==> config.mk <==
export PLATFORM = sky130hd
export DESIGN_NAME = cpu_mem_port
export DESIGN_NICKNAME = d
export VERILOG_FILES = /design/src/rtl/cpu_mem_port.sv
export SDC_FILE = /design/constraint.sdc
export NUM_CORES = 1
export LEC_CHECK = 0
export CAP_MARGIN = 20
export CORE_MARGIN = 5
export CORE_UTILIZATION = 40
export CTS_BUF_LIST = sky130_fd_sc_hd__clkbuf_16
export DETAILED_ROUTE_END_ITERATION = 10
export PLACE_DENSITY = 0.74
export RECOVER_POWER = 25
export SLEW_MARGIN = 20
export SYNTH_ARGS = -nofsm -noshare
export SYNTH_HDL_FRONTEND = slang
export SYNTH_SLANG_ARGS = --single-unit
==> constraint.sdc <==
create_clock -name clk -period 3.15 [get_ports clk]
set_input_delay 0.7875 -clock clk [delete_from_list [all_inputs] [get_ports clk]]
set_output_delay 0.7875 -clock clk [all_outputs]
set_load 0.005 [all_outputs]
==> src/rtl/cpu_mem_port.sv <==
// cpu_mem_port: splits one CPU byte access into one or two 32-bit memory word transactions.
// Define CPU_MEM_PORT_MISALIGN_EN to split spanning accesses; otherwise they are rejected with cpu_err.
module cpu_mem_port #(
    parameter int TIMEOUT = 255,
    parameter int AW      = 26
) (
    input  logic          clk,
    input  logic          clr_n,
    input  logic          cpu_req,
    input  logic [AW-1:0] cpu_addr,
    input  logic [1:0]    cpu_wlen,
    input  logic [31:0]   cpu_wdata,
    output logic          cpu_busy,
    output logic          cpu_done,
    output logic          cpu_err,
    output logic [31:0]   cpu_rdata,
    output logic          mem_req,
    output logic          mem_we,
    output logic [AW-3:0] mem_addr,
    output logic [3:0]    mem_be,
    output logic [31:0]   mem_wdata,
    input  logic          mem_ack,
    input  logic [31:0]   mem_rdata
);
    localparam int CW = $clog2(TIMEOUT + 2);

    typedef enum logic [1:0] {IDLE, LO, HI, DONE} state_t;

    state_t        r_state, w_next;
    logic [AW-1:0] r_addr;
    logic [1:0]    r_wlen;
    logic [31:0]   r_wdata, r_rdata;
    logic          r_err, r_gap;
    logic [CW-1:0] r_cnt;
`ifdef CPU_MEM_PORT_MISALIGN_EN
    logic          r_span;
    logic [31:0]   r_lo;
    logic [63:0]   w_rd_wide;
`endif
    logic [1:0]    w_off;
    logic [3:0]    w_mask;
    logic [7:0]    w_be_wide;
    logic [63:0]   w_wd_wide;
    logic [2:0]    w_in_size;
    logic          w_in_span, w_hi, w_ack, w_timeout;

    always_comb begin
        w_off     = r_addr[1:0];
        w_mask    = r_wlen == 2'd1 ? 4'h1 : r_wlen == 2'd2 ? 4'h3 : 4'hF;
        w_be_wide = {4'h0, w_mask} << w_off;
        w_wd_wide = {32'h0, r_wdata} << {w_off, 3'b000};
`ifdef CPU_MEM_PORT_MISALIGN_EN
        w_rd_wide = {mem_rdata, r_lo} >> {w_off, 3'b000};
`endif
        w_in_size = cpu_wlen == 2'd1 ? 3'd1 : cpu_wlen == 2'd2 ? 3'd2 : 3'd4;
        w_in_span = ({1'b0, cpu_addr[1:0]} + w_in_size) > 3'd4;
        w_hi      = r_state == HI;
        // HI idles for one cycle after the LO ack to give the required bus gap
        mem_req   = r_state == LO || (w_hi && !r_gap);
        mem_we    = mem_req && r_wlen != 2'd0;
        mem_addr  = mem_req ? r_addr[AW-1:2] + (AW-2)'(w_hi) : '0;
        mem_be    = !mem_req ? 4'h0 : r_wlen == 2'd0 ? 4'hF : w_hi ? w_be_wide[7:4] : w_be_wide[3:0];
        mem_wdata = !mem_we ? 32'h0 : w_hi ? w_wd_wide[63:32] : w_wd_wide[31:0];
        w_ack     = mem_req && mem_ack;
        w_timeout = TIMEOUT != 0 && mem_req && !mem_ack && r_cnt == CW'(TIMEOUT - 1);
        cpu_busy  = r_state == LO || w_hi;
        cpu_done  = r_state == DONE;
        cpu_err   = cpu_done && r_err;
        cpu_rdata = r_rdata;
        w_next    = r_state;
        case (r_state)
            IDLE:
`ifdef CPU_MEM_PORT_MISALIGN_EN
                w_next = cpu_req ? LO : IDLE;
            LO:  w_next = w_ack ? (r_span ? HI : DONE) : w_timeout ? DONE : LO;
            HI:  w_next = (w_ack || w_timeout) ? DONE : HI;
`else
                w_next = !cpu_req ? IDLE : w_in_span ? DONE : LO;
            LO:  w_next = (w_ack || w_timeout) ? DONE : LO;
`endif
            default: w_next = IDLE;
        endcase
    end

    always_ff @(posedge clk or negedge clr_n) begin
        if (!clr_n) begin
            r_state <= IDLE;
            r_addr  <= '0;
            r_wlen  <= '0;
            r_wdata <= '0;
            r_rdata <= '0;
            r_err   <= 1'b0;
            r_gap   <= 1'b0;
            r_cnt   <= '0;
`ifdef CPU_MEM_PORT_MISALIGN_EN
            r_span  <= 1'b0;
            r_lo    <= '0;
`endif
        end else begin
            r_state <= w_next;
            r_cnt   <= (w_next != r_state) ? '0 : (mem_req && !mem_ack) ? r_cnt + 1'b1 : r_cnt;
            r_gap   <= r_state == LO && w_next == HI;
            if (r_state == IDLE && cpu_req) begin
                r_addr  <= cpu_addr;
                r_wlen  <= cpu_wlen;
                r_wdata <= cpu_wdata;
`ifdef CPU_MEM_PORT_MISALIGN_EN
                r_span  <= w_in_span;
                r_err   <= 1'b0;
`else
                r_err   <= w_in_span;
                if (w_in_span)
                    r_rdata <= '0;
`endif
            end
            if (w_timeout)
                r_err <= 1'b1;
            if (w_ack && r_wlen == 2'd0) begin
`ifdef CPU_MEM_PORT_MISALIGN_EN
                if (w_hi)
                    r_rdata <= w_rd_wide[31:0];
                else if (r_span)
                    r_lo <= mem_rdata;
                else
                    r_rdata <= mem_rdata;
`else
                r_rdata <= mem_rdata;
`endif
            end
        end
    end
endmodule

==> key figures, run 1 <==
Power and ir drop
  • Pwr dens: 947.0 nW/um2
  • Max VDD drop: 471.0 uV
  • Pleak: 3.841 nW

Cells and area
  • Commonest non-fill, non-tap cell in the layout: clkdlybuf4s50_1
  • Finished Cell Area: 8760 um2
  • Syn-to-layout area delta: 46.34%
  • Nets@finish: 890
  • Share of post-route cells with drive strength above 1: 20.13%
  • Most frequent cells in the layout: clkdlybuf4s50_1, dfrtp_1, nor2_1, mux2_2, nand2_1
  • Ant. Diodes: 0

Drt
  • DR vias: 5195
  • Per-cell routed wire length: 18.70 um
  • Vias per cell: 5.361
  • Remaining DRCs: 0
  • Iter 0 DRT Violations: 379
  • Pre-Repair DR Iteration Count: 4
  • Final wirelength: 18120 um
  • Routed Antenna Nets: 0

Clock network
  • Longest Clk Path Bufs: 2
  • H-tree depth: 3
  • Worst-skew pair later-pin latency: 350 ps
  • CTS clk-pin slew, worst paths: 70 ps
  • Clk sinks: 105
  • CTS tree: yes
  • CTS Buf Count: 9
  • Post-CTS Hold Fix Bufs: 0
  • Root Buffer: clkbuf_16

Critical path
  • CP Class: reg -> out
  • Crit. End Element: output pin
  • Worst EP arrival: 2290 ps
  • WP data required: 2360 ps
  • CP max FO: 17
  • Delay of the slowest critical-path stage: 550 ps
  • Crit path cell chain: ha_4, buf_4, buf_12, nor2_2, nand2_4, a211oi_2, clkdlybuf4s50_1
  • Worst path bufs/invs: 3
  • Slowest cell on crit path: clkdlybuf4s50_1
  • Startpoint types: flip-flop
  • Crit path max-delay family: buffers and inverters

GRT
  • Vias in the first global route: 5587
  • Total gr overflow: 0
  • GRT Overall Usage: 20.10%
  • Antenna violations before repair: 0
  • Largest net degree at the start of global routing: 64
  • First-pass GRT wire length: 29030 um

Status
  • Status: finished, violations left
  • Failing checks: capacitance limit, slew limit

STA
  • Worst-margin pin slew: 1634 ps
  • Max-slew violation count: 63
  • Maximum operating frequency: 0.3255 GHz
  • Final period util: 97.54%
  • Max_slew headroom: -8.949%
  • Final hold violations: 0
  • Setup Skew: 6.071 ps
  • Setup TNS Final: 0 ps
  • Tmin final: 3073 ps
  • Setup violations, final: 0

Floorplan
  • Core area: 14590 um2
  • Row count: 44
  • Starting density of the core: 41.03%
  • Top Ports: 193
  • DIE HEIGHT: 132.3 um
  • Die ar.: 17510 um2
  • Die width: 132.3 um

Place
  • Gpl congestion: 0.8495
  • Placed cell areas: 8140 um2
  • Post-detail-place hpwl: 12720 um
  • I/O Buffers: 192

Logic synthesis
  • Seq/Total Area, Yosys: 43.90%
  • Post-synth EDFFs: 0
  • Number of synthesis warnings: 0
  • Async S/R FF share, synth: 100.0%
  • Post-synthesis net count: 692
  • Synthesized flop and latch total: 105
  • Netlist area before placement: 5986 um2
  • Unique masters post-synth: 57
  • Ys flop type: dfrtp_1
  • Synthesized area per cell: 10.28 um2
  • Mapped Cells: 582

Min path
  • Hold crit path type: reg -> reg

Flow run
  • Max cap viols: 1
## state kept, by name, summed over array words and instances, names as in the netlist
name	cells
r_wdata	32
r_wlen	2
r_gap	1
r_err	1
r_addr	26
cpu_rdata	32
r_cnt	9
r_state	2
## metrics by stage
stage / utilization [%] / hold WS, ps / power (mW) / cells / worst slack [ps]
global route: 60.04 / 519.6 / 8.883 / 969 / -16.98
global placement: 55.80 / 483.5 / 6.867 / 946 / -55.84
detailed placement: 55.80 / 481.1 / 6.991 / 946 / -158.1
CTS: 58.87 / 502.8 / 8.144 / 965 / -103.0
finish: 60.04 / 498.7 / 8.295 / 969 / 77.35
floorplan: - / 466.8 / 4.936 / 582 / 458.7
## synth_stat cells, drive strengths merged, types with 14 or more instances
| library cell | number | area [um2] |
|---|---|---|
| a211oi | 18 | 140.1 |
| a21oi | 32 | 160.2 |
| a22o | 32 | 280.3 |
| buf | 24 | 165.2 |
| clkbuf | 14 | 52.55 |
| dfrtp | 105 | 2628 |
| inv | 19 | 71.31 |
| mux2 | 51 | 574.3 |
| mux2i | 26 | 260.3 |
| nand2 | 48 | 182.7 |
| nor2 | 65 | 276.5 |
| o21ai | 15 | 78.82 |
| xnor2 | 16 | 140.1 |
## cells by family after synthesis
logic type / synth area share [%]
buf+inv: 4.891
other cells: 0.06265
mux: 13.94
compound gates: 14.07
simple gates: 15.99
flops: 43.90
xor+xnor: 4.097
fa+ha+maj: 3.052
## path summary, 6_finish.rpt
path	from	end	slack, ps	cells after the start
min reg2reg	cpu_rdata[17]$_DFFE_PN0P_	cpu_rdata[17]$_DFFE_PN0P_	500	1
max in group asynchronous	clr_n	r_addr[0]$_DFFE_PN0P_	1220	1
min in group asynchronous	clr_n	r_wdata[28]$_DFFE_PN0P_	860	1
max reg2reg	r_state[1]$_DFF_PN0_	cpu_rdata[13]$_DFFE_PN0P_	820	9
min	cpu_rdata[17]$_DFFE_PN0P_	cpu_rdata[17]$_DFFE_PN0P_	500	1
max	r_state[1]$_DFF_PN0_	mem_wdata[31]	80	7
## routing by layer
metal	up-vias	GRT usage, %	part of all wire (%)
met2	175	34.16	51
met4	0	5.882	1.9
li1	2449	-	-
met5	-	0	0
met1	2548	25.04	41
met3	23	5.420	5.4
## timing repair
item | in CTS | in global routing
pin swaps | 9 | 8
setup endpoints to repair | 58 | 38
cloned | 2 | 2
gates resized for setup | 92 | 26
hold endpoints to repair | 0 | 0
buffers inserted | 1 | 2
## area by class of cell
type	instances	area (um2)
Sequential cell	105	2629
Clock inverter	7	40.04
Clock buffer	9	225.2
Tap cell	184	230.2
Inverter	20	81.33
Multi-Input combinational cell	419	3308
Fill cell	1211	5829
Timing Repair Buffer	225	2246
## report_power, final
part | switching (mW) | internal [mW]
clock network | 0.505 | 0.528
logic | 2.26 | 2.52
registers | 0.552 | 1.93
total | 3.32 | 4.98
Note: power is estimated with default switching activity, not from simulation.
==> inputs of run 2 (changes only) <==
--- a/config.mk
+++ b/config.mk
@@ -7,11 +7,13 @@
 export LEC_CHECK = 0
 export CAP_MARGIN = 20
 export CORE_MARGIN = 5
-export CORE_UTILIZATION = 40
+export CORE_UTILIZATION = 25
 export CTS_BUF_LIST = sky130_fd_sc_hd__clkbuf_16
+export CTS_CLUSTER_SIZE = 8
 export DETAILED_ROUTE_END_ITERATION = 10
-export PLACE_DENSITY = 0.74
+export PLACE_DENSITY = 0.52
 export RECOVER_POWER = 25
+export SETUP_SLACK_MARGIN = 0.02
 export SLEW_MARGIN = 20
 export SYNTH_ARGS = -nofsm -noshare
 export SYNTH_HDL_FRONTEND = slang
==> key figures, run 2 (synthesized netlist as in run 1, its figures left out) <==
Floorplan
  • Die width: 164.7 um (+24%)
  • Die ar.: 27140 um2 (+55%)
  • DIE HEIGHT: 164.7 um (+24%)
  • Core area: 23540 um2 (+61%)
  • Starting density of the core: 25.43% (-16 points)
  • Top Ports: 193 (unchanged)
  • Row count: 56 (+27%)

Power and ir drop
  • Design Power: 8.778 mW (+5.8%)
  • Pwr dens: 937.7 nW/um2 (-0.98%)
  • Pleak: 4.207 nW (+9.5%)
  • Max VDD drop: 341.1 uV (-28%)

STA
  • Max-slew violation count: 31 (-51%)
  • Max_slew headroom: -32.80% (-24 points)
  • Setup violations, final: 0 (unchanged)
  • Setup Skew: 7.203 ps (+1.132 ps)
  • RSZ-0062 raised after global routing: true
  • Final period util: 99.76% (+2.2 points)
  • Maximum operating frequency: 0.3182 GHz (-2.2%)
  • Worst-margin pin slew: 1992 ps (+357.8 ps)
  • Tmin final: 3143 ps (+69.94 ps)
  • Hold WS: 500.9 ps (+2.287 ps)
  • Final hold violations: 0 (unchanged)

GRT
  • Total gr overflow: 0 (unchanged)
  • GRT Overall Usage: 13.65% (-6.5 points)
  • Antenna violations before repair: 0 (unchanged)
  • Vias in the first global route: 5466 (-2.2%)
  • Largest net degree at the start of global routing: 49 (-23%)
  • First-pass GRT wire length: 29430 um (+1.4%)

Place
  • Placed cell areas: 8413 um2 (+3.4%)
  • Post-detail-place hpwl: 13700 um (+7.8%)
  • Gpl congestion: 0.7774 (-8.5%)
  • I/O Buffers: 192 (unchanged)
  • Post-Place Cells: 1091 (+15%)

Critical path
  • R2R Path Start: r_state[0]$_DFF_PN0_
  • Delay of the slowest critical-path stage: 520 ps (-30 ps)
  • Crit. End Element: output pin
  • Worst Reg-to-Reg Cells: 11 (+2)
  • WP data required: 2360 ps (about the same)
  • Startpoint types: flip-flop
  • CP max FO: 8 (-9)
  • Reg-to-reg slack, setup: 850 ps (+30 ps)
  • Worst R2R End: cpu_rdata[27]$_DFFE_PN0P_
  • Worst EP arrival: 2360 ps (+70 ps)
  • Slowest cell on crit path: clkdlybuf4s50_1
  • CP Class: reg -> out
  • Crit path cell chain: buf_4, inv_1, ha_4, buf_4, nand2_4, a211oi_2, buf_4, clkdlybuf4s50_1
  • Most Frequent Cell on Critical Path: buf_4

Cells and area
  • Share of post-route cells with drive strength above 1: 27.37% (+7.2 points)
  • Post-layout util: 39.76% (-20 points)
  • Most frequent cells in the layout: clkdlybuf4s50_1, dfrtp_1, mux2_2, nor2_1, buf_4
  • Ant. Diodes: 0 (unchanged)
  • Finished Cell Area: 9361 um2 (+6.9%)
  • Layout Cells excl Fill: 1141 (+18%)
  • Commonest non-fill, non-tap cell in the layout: clkdlybuf4s50_1
  • Nets@finish: 927 (+4.2%)
  • Syn-to-layout area delta: 56.40%

Drt
  • Routed Antenna Nets: 0 (unchanged)
  • Met3 wire length: 1350 um (+38%)
  • Highest metal layer with signal wires: met4
  • Per-cell routed wire length: 16.91 um (-9.6%)
  • DR vias: 5289 (+1.8%)
  • M1 WL: 8547 um (+14%)
  • Vias per cell: 4.635 (-14%)
  • Remaining DRCs: 0 (unchanged)
  • Iter 0 DRT Violations: 269 (-29%)
  • Pre-Repair DR Iteration Count: 5 (+1)
  • Met2 wire len: 9070 um (-2.7%)
  • Final wirelength: 19300 um (+6.5%)

Clock network
  • Worst-skew pair later-pin latency: 360 ps (about the same)
  • CTS clk-pin slew, worst paths: 80 ps (about the same)
  • Longest Clk Path Bufs: 2 (unchanged)
  • Clk sinks: 105 (unchanged)
  • CTS tree: yes
  • Post-CTS Hold Fix Bufs: 0 (unchanged)
  • H-tree depth: 3 (unchanged)
  • CTS Buf Count: 9 (unchanged)
  • Root Buffer: clkbuf_16

Min path
  • Hold Path End: cpu_rdata[26]$_DFFE_PN0P_
  • HP Start: cpu_rdata[26]$_DFFE_PN0P_
  • Hold depth: 1 (unchanged)
  • Hold crit path type: reg -> reg

Status
  • Status: finished, violations left
  • Failing checks: capacitance limit, slew limit

Flow run
  • Max cap viols: 1 (unchanged)
[run 2: how the worst max path moves through the flow]
stage | from | to | slack [ps] | cells past startpoint
3_3_place_gp | cpu_wlen[0] | r_cnt[5]$_DFFE_PN0P_ | -90 | 11
6_report | r_state[1]$_DFF_PN0_ | mem_wdata[26] | 7 | 8
5_1_grt | r_state[1]$_DFF_PN0_ | mem_wdata[26] | -90 | 8
4_1_cts | r_state[0]$_DFF_PN0_ | mem_wdata[3] | -110 | 10
2_1_floorplan | r_state[0]$_DFF_PN0_ | mem_addr[20] | 460 | 9
3_5_place_dp | cpu_wlen[1] | r_cnt[1]$_DFFE_PN0P_ | -180 | 11
[run 2: critical path, delay by kind of cell, from the launching register on]
kind / cells / cell delay [ps]
DFF: 1 / 420
buffers and inverters: 5 / 1090
AOI/OAI and AO/OA: 1 / 180
adders and majority gates: 1 / 180
and+or+nand+nor: 1 / 130
[run 2: report_power, final]
| part | switching, mW | total [mW] | internal [mW] |
|---|---|---|---|
| logic | 2.40 | 5.14 | 2.74 |
| clock network | 0.602 | 1.17 | 0.571 |
| registers | 0.542 | 2.47 | 1.92 |
[run 2: what timing repair did]
item | CTS | global route
setup endpoints to repair | 57 | 41
resized for setup | 119 | 78
buffers inserted | 13 | 18
cloned | 0 | 3
pin swaps | 11 | 22
[run 2: final cells by class]
class | instances | area [um2]
clock buffer | 9 | 225.2
clock inverter | 7 | 86.33
fill | 2355 | 14180
inverter | 20 | 81.33
multi-input combinational | 419 | 3388
sequential | 105 | 2629
tap | 319 | 399.1
timing repair buffer | 262 | 2552
[run 2: routing by layer]
metal / up-vias / track usage, %
met4: 0 / 2.836
met3: 18 / 4.542
met5: - / 0
met1: 2592 / 17.86
met2: 153 / 22.10
li1: 2526 / -
[run 2: stage by stage]
stage / setup slack (ps) / setup TNS, ps
after floorplan: 458.7 / 0
after global placement: -86.11 / -1419
after detailed placement: -175.3 / -4766
after CTS: -113.6 / -557.5
after global routing: -86.93 / -401.8
final: 7.410 / 0
==> inputs of run 3 (changes only) <==
--- a/config.mk
+++ b/config.mk
@@ -6,12 +6,12 @@
 export NUM_CORES = 1
 export LEC_CHECK = 0
 export CAP_MARGIN = 20
-export CORE_MARGIN = 5
+export CORE_MARGIN = 2
 export CORE_UTILIZATION = 25
 export CTS_BUF_LIST = sky130_fd_sc_hd__clkbuf_16
 export CTS_CLUSTER_SIZE = 8
 export DETAILED_ROUTE_END_ITERATION = 10
-export PLACE_DENSITY = 0.52
+export PLACE_DENSITY = 0.46
 export RECOVER_POWER = 25
 export SETUP_SLACK_MARGIN = 0.02
 export SLEW_MARGIN = 20
==> key figures, run 3 (synthesized netlist as in run 1, its figures left out) <==
Drt
  • Vias per cell: 4.700 (+1.4%)
  • Final wirelength: 19220 um (-0.42%)
  • Routed Antenna Nets: 0 (unchanged)
  • DR vias: 5335 (+0.87%)
  • Pre-Repair DR Iteration Count: 5 (unchanged)
  • Per-cell routed wire length: 16.93 um (+0.10%)
  • Iter 0 DRT Violations: 234 (-13%)
  • Remaining DRCs: 0 (unchanged)

Clock network
  • Longest Clk Path Bufs: 2 (unchanged)
  • Worst-skew pair later-pin latency: 350 ps (about the same)
  • CTS Buf Count: 9 (unchanged)
  • Root Buffer: clkbuf_16
  • Post-CTS Hold Fix Bufs: 0 (unchanged)
  • Clk sinks: 105 (unchanged)
  • CTS clk-pin slew, worst paths: 70 ps (about the same)
  • H-tree depth: 3 (unchanged)
  • CTS tree: yes

Critical path
  • CP max FO: 4 (-4)
  • Worst R2R End: cpu_rdata[24]$_DFFE_PN0P_
  • Reg-to-reg slack, setup: 800 ps (-50 ps)
  • Worst setup path start: r_state[0]$_DFF_PN0_
  • R2R Path Start: r_state[0]$_DFF_PN0_
  • Worst EP arrival: 2380 ps (+20 ps)
  • Worst Reg-to-Reg Cells: 12 (+1)
  • WP data required: 2360 ps (about the same)
  • CP Class: reg -> out
  • Startpoint types: flip-flop
  • Critical path capture point: mem_addr[16]
  • Crit. End Element: output pin

STA
  • Worst-margin pin slew: 1335 ps (-656.9 ps)
  • Tmin final: 3171 ps (+28.72 ps)
  • Max_slew headroom: 10.99% (+44 points)
  • Final period util: 100.7% (+0.91 points)
  • Max-slew violation count: 0 (-100%)
  • Setup TNS Final: -21.31 ps (-21.31 ps)
  • RSZ-0062 raised after global routing: true
  • Final worst slack: -21.31 ps (-28.72 ps)
  • Setup violations, final: 1 (+1)
  • Final hold violations: 0 (unchanged)
  • Setup Skew: 7.418 ps (+0.2146 ps)
  • Maximum operating frequency: 0.3153 GHz (-0.91%)

Cells and area
  • Syn-to-layout area delta: 54.29%
  • Share of post-route cells with drive strength above 1: 25.74% (-1.6 points)
  • Commonest non-fill, non-tap cell in the layout: clkdlybuf4s50_1
  • Nets@finish: 921 (-0.65%)
  • Layout Cells excl Fill: 1135 (-0.53%)
  • Most frequent cells in the layout: clkdlybuf4s50_1, dfrtp_1, nor2_1, mux2_2, buf_4
  • Ant. Diodes: 0 (unchanged)
  • Finished Cell Area: 9235 um2 (-1.3%)

Place
  • Pre-CTS setup slack: -191.8 ps (-16.45 ps)
  • I/O Buffers: 192 (unchanged)
  • Placed cell areas: 8404 um2 (-0.10%)
  • Post-Place Cells: 1092 (+0.092%)
  • Post-detail-place hpwl: 13380 um (-2.3%)
  • Gpl congestion: 0.8111 (+4.3%)

Floorplan
  • Core area: 23470 um2 (-0.30%)
  • Row count: 56 (unchanged)
  • DIE HEIGHT: 158.7 um (-3.6%)
  • Die width: 158.7 um (-3.6%)
  • Die ar.: 25200 um2 (-7.2%)
  • Top Ports: 193 (unchanged)
  • Starting density of the core: 25.50% (+0.076 points)

Power and ir drop
  • Max VDD drop: 383.7 uV (+13%)
  • Pwr dens: 942.3 nW/um2 (+0.49%)
  • Pleak: 4.103 nW (-2.5%)

Status
  • Status: finished, violations left
  • Failing checks: setup timing

GRT
  • Gr busiest metal: met2
  • Met3 usage: 3.945% (-0.60 points)
  • Total gr overflow: 0 (unchanged)
  • Met1 Resource Use GR: 18.81% (+0.95 points)
  • Antenna violations before repair: 0 (unchanged)
  • First-pass GRT wire length: 30190 um (+2.6%)
  • Largest net degree at the start of global routing: 54 (+10%)
  • Vias in the first global route: 5563 (+1.8%)
  • GRT Overall Usage: 14.85% (+1.2 points)
  • GRT met2 Usage: 24.85% (+2.7 points)

Min path
  • Hold crit path type: reg -> reg

Flow run
  • Max cap viols: 0 (-1)
run 3: timing repair:
| item | in CTS | in global routing |
|---|---|---|
| gates cloned | 1 | 1 |
| gates resized for setup | 102 | 73 |
| setup buffers | 15 | 11 |
| pin swaps | 9 | 21 |
| endpoints found under the setup margin | 61 | 30 |
run 3: cell type report:
| type | count | area, um2 |
|---|---|---|
| Clock buffer | 9 | 225.2 |
| Clock inverter | 7 | 101.3 |
| Timing Repair Buffer | 256 | 2459 |
| Inverter | 20 | 77.57 |
| Multi-Input combinational cell | 419 | 3342 |
| Tap cell | 319 | 399.1 |
| Sequential cell | 105 | 2631 |
| Fill cell | 2324 | 14240 |
run 3: stage by stage:
stage	util, %	total power [mW]	hold WS (ps)
detailed placement	35.80	7.132	482.0
global placement	35.80	7.090	483.8
finish	39.34	8.702	497.7
CTS	38.48	8.601	494.6
floorplan	-	4.936	466.8
global route	39.34	9.330	511.7
run 3: routing by layer:
metal / routed length, um / share of wire (%)
met5: 0 / 0
met4: 320 / 1.7
met3: 1202 / 6.3
met2: 9054 / 47
met1: 8640 / 45
run 3: critical path, stage by stage (launching register included):
cell and delay [ps]:
dfrtp_1 390, inv_2 80, ha_4 160, ha_4 150, ha_4 140, nand3_4 90
or2_4 290, buf_6 120, buf_6 110, nor3_4 170, xnor2_1 80, nor2_1 120
buf_2 130
run 3: worst min-delay path by stage:
stage	start	slack (ps)	endpoint	cells after the start
after floorplan	r_addr[25]$_DFFE_PN0P_	470	r_addr[25]$_DFFE_PN0P_	2
after global placement	cpu_rdata[24]$_DFFE_PN0P_	480	cpu_rdata[24]$_DFFE_PN0P_	1
after detailed placement	cpu_rdata[22]$_DFFE_PN0P_	480	cpu_rdata[22]$_DFFE_PN0P_	1
after CTS	clr_n	490	r_wdata[25]$_DFFE_PN0P_	1
after global routing	cpu_rdata[13]$_DFFE_PN0P_	510	cpu_rdata[13]$_DFFE_PN0P_	1
final	cpu_rdata[13]$_DFFE_PN0P_	500	cpu_rdata[13]$_DFFE_PN0P_	1
run 3: where the power goes:
part / internal [mW] / switching, mW
Clock: 0.708 / 0.555
Sequential: 1.93 / 0.552
Combinational: 2.62 / 2.34
Total: 5.25 / 3.45
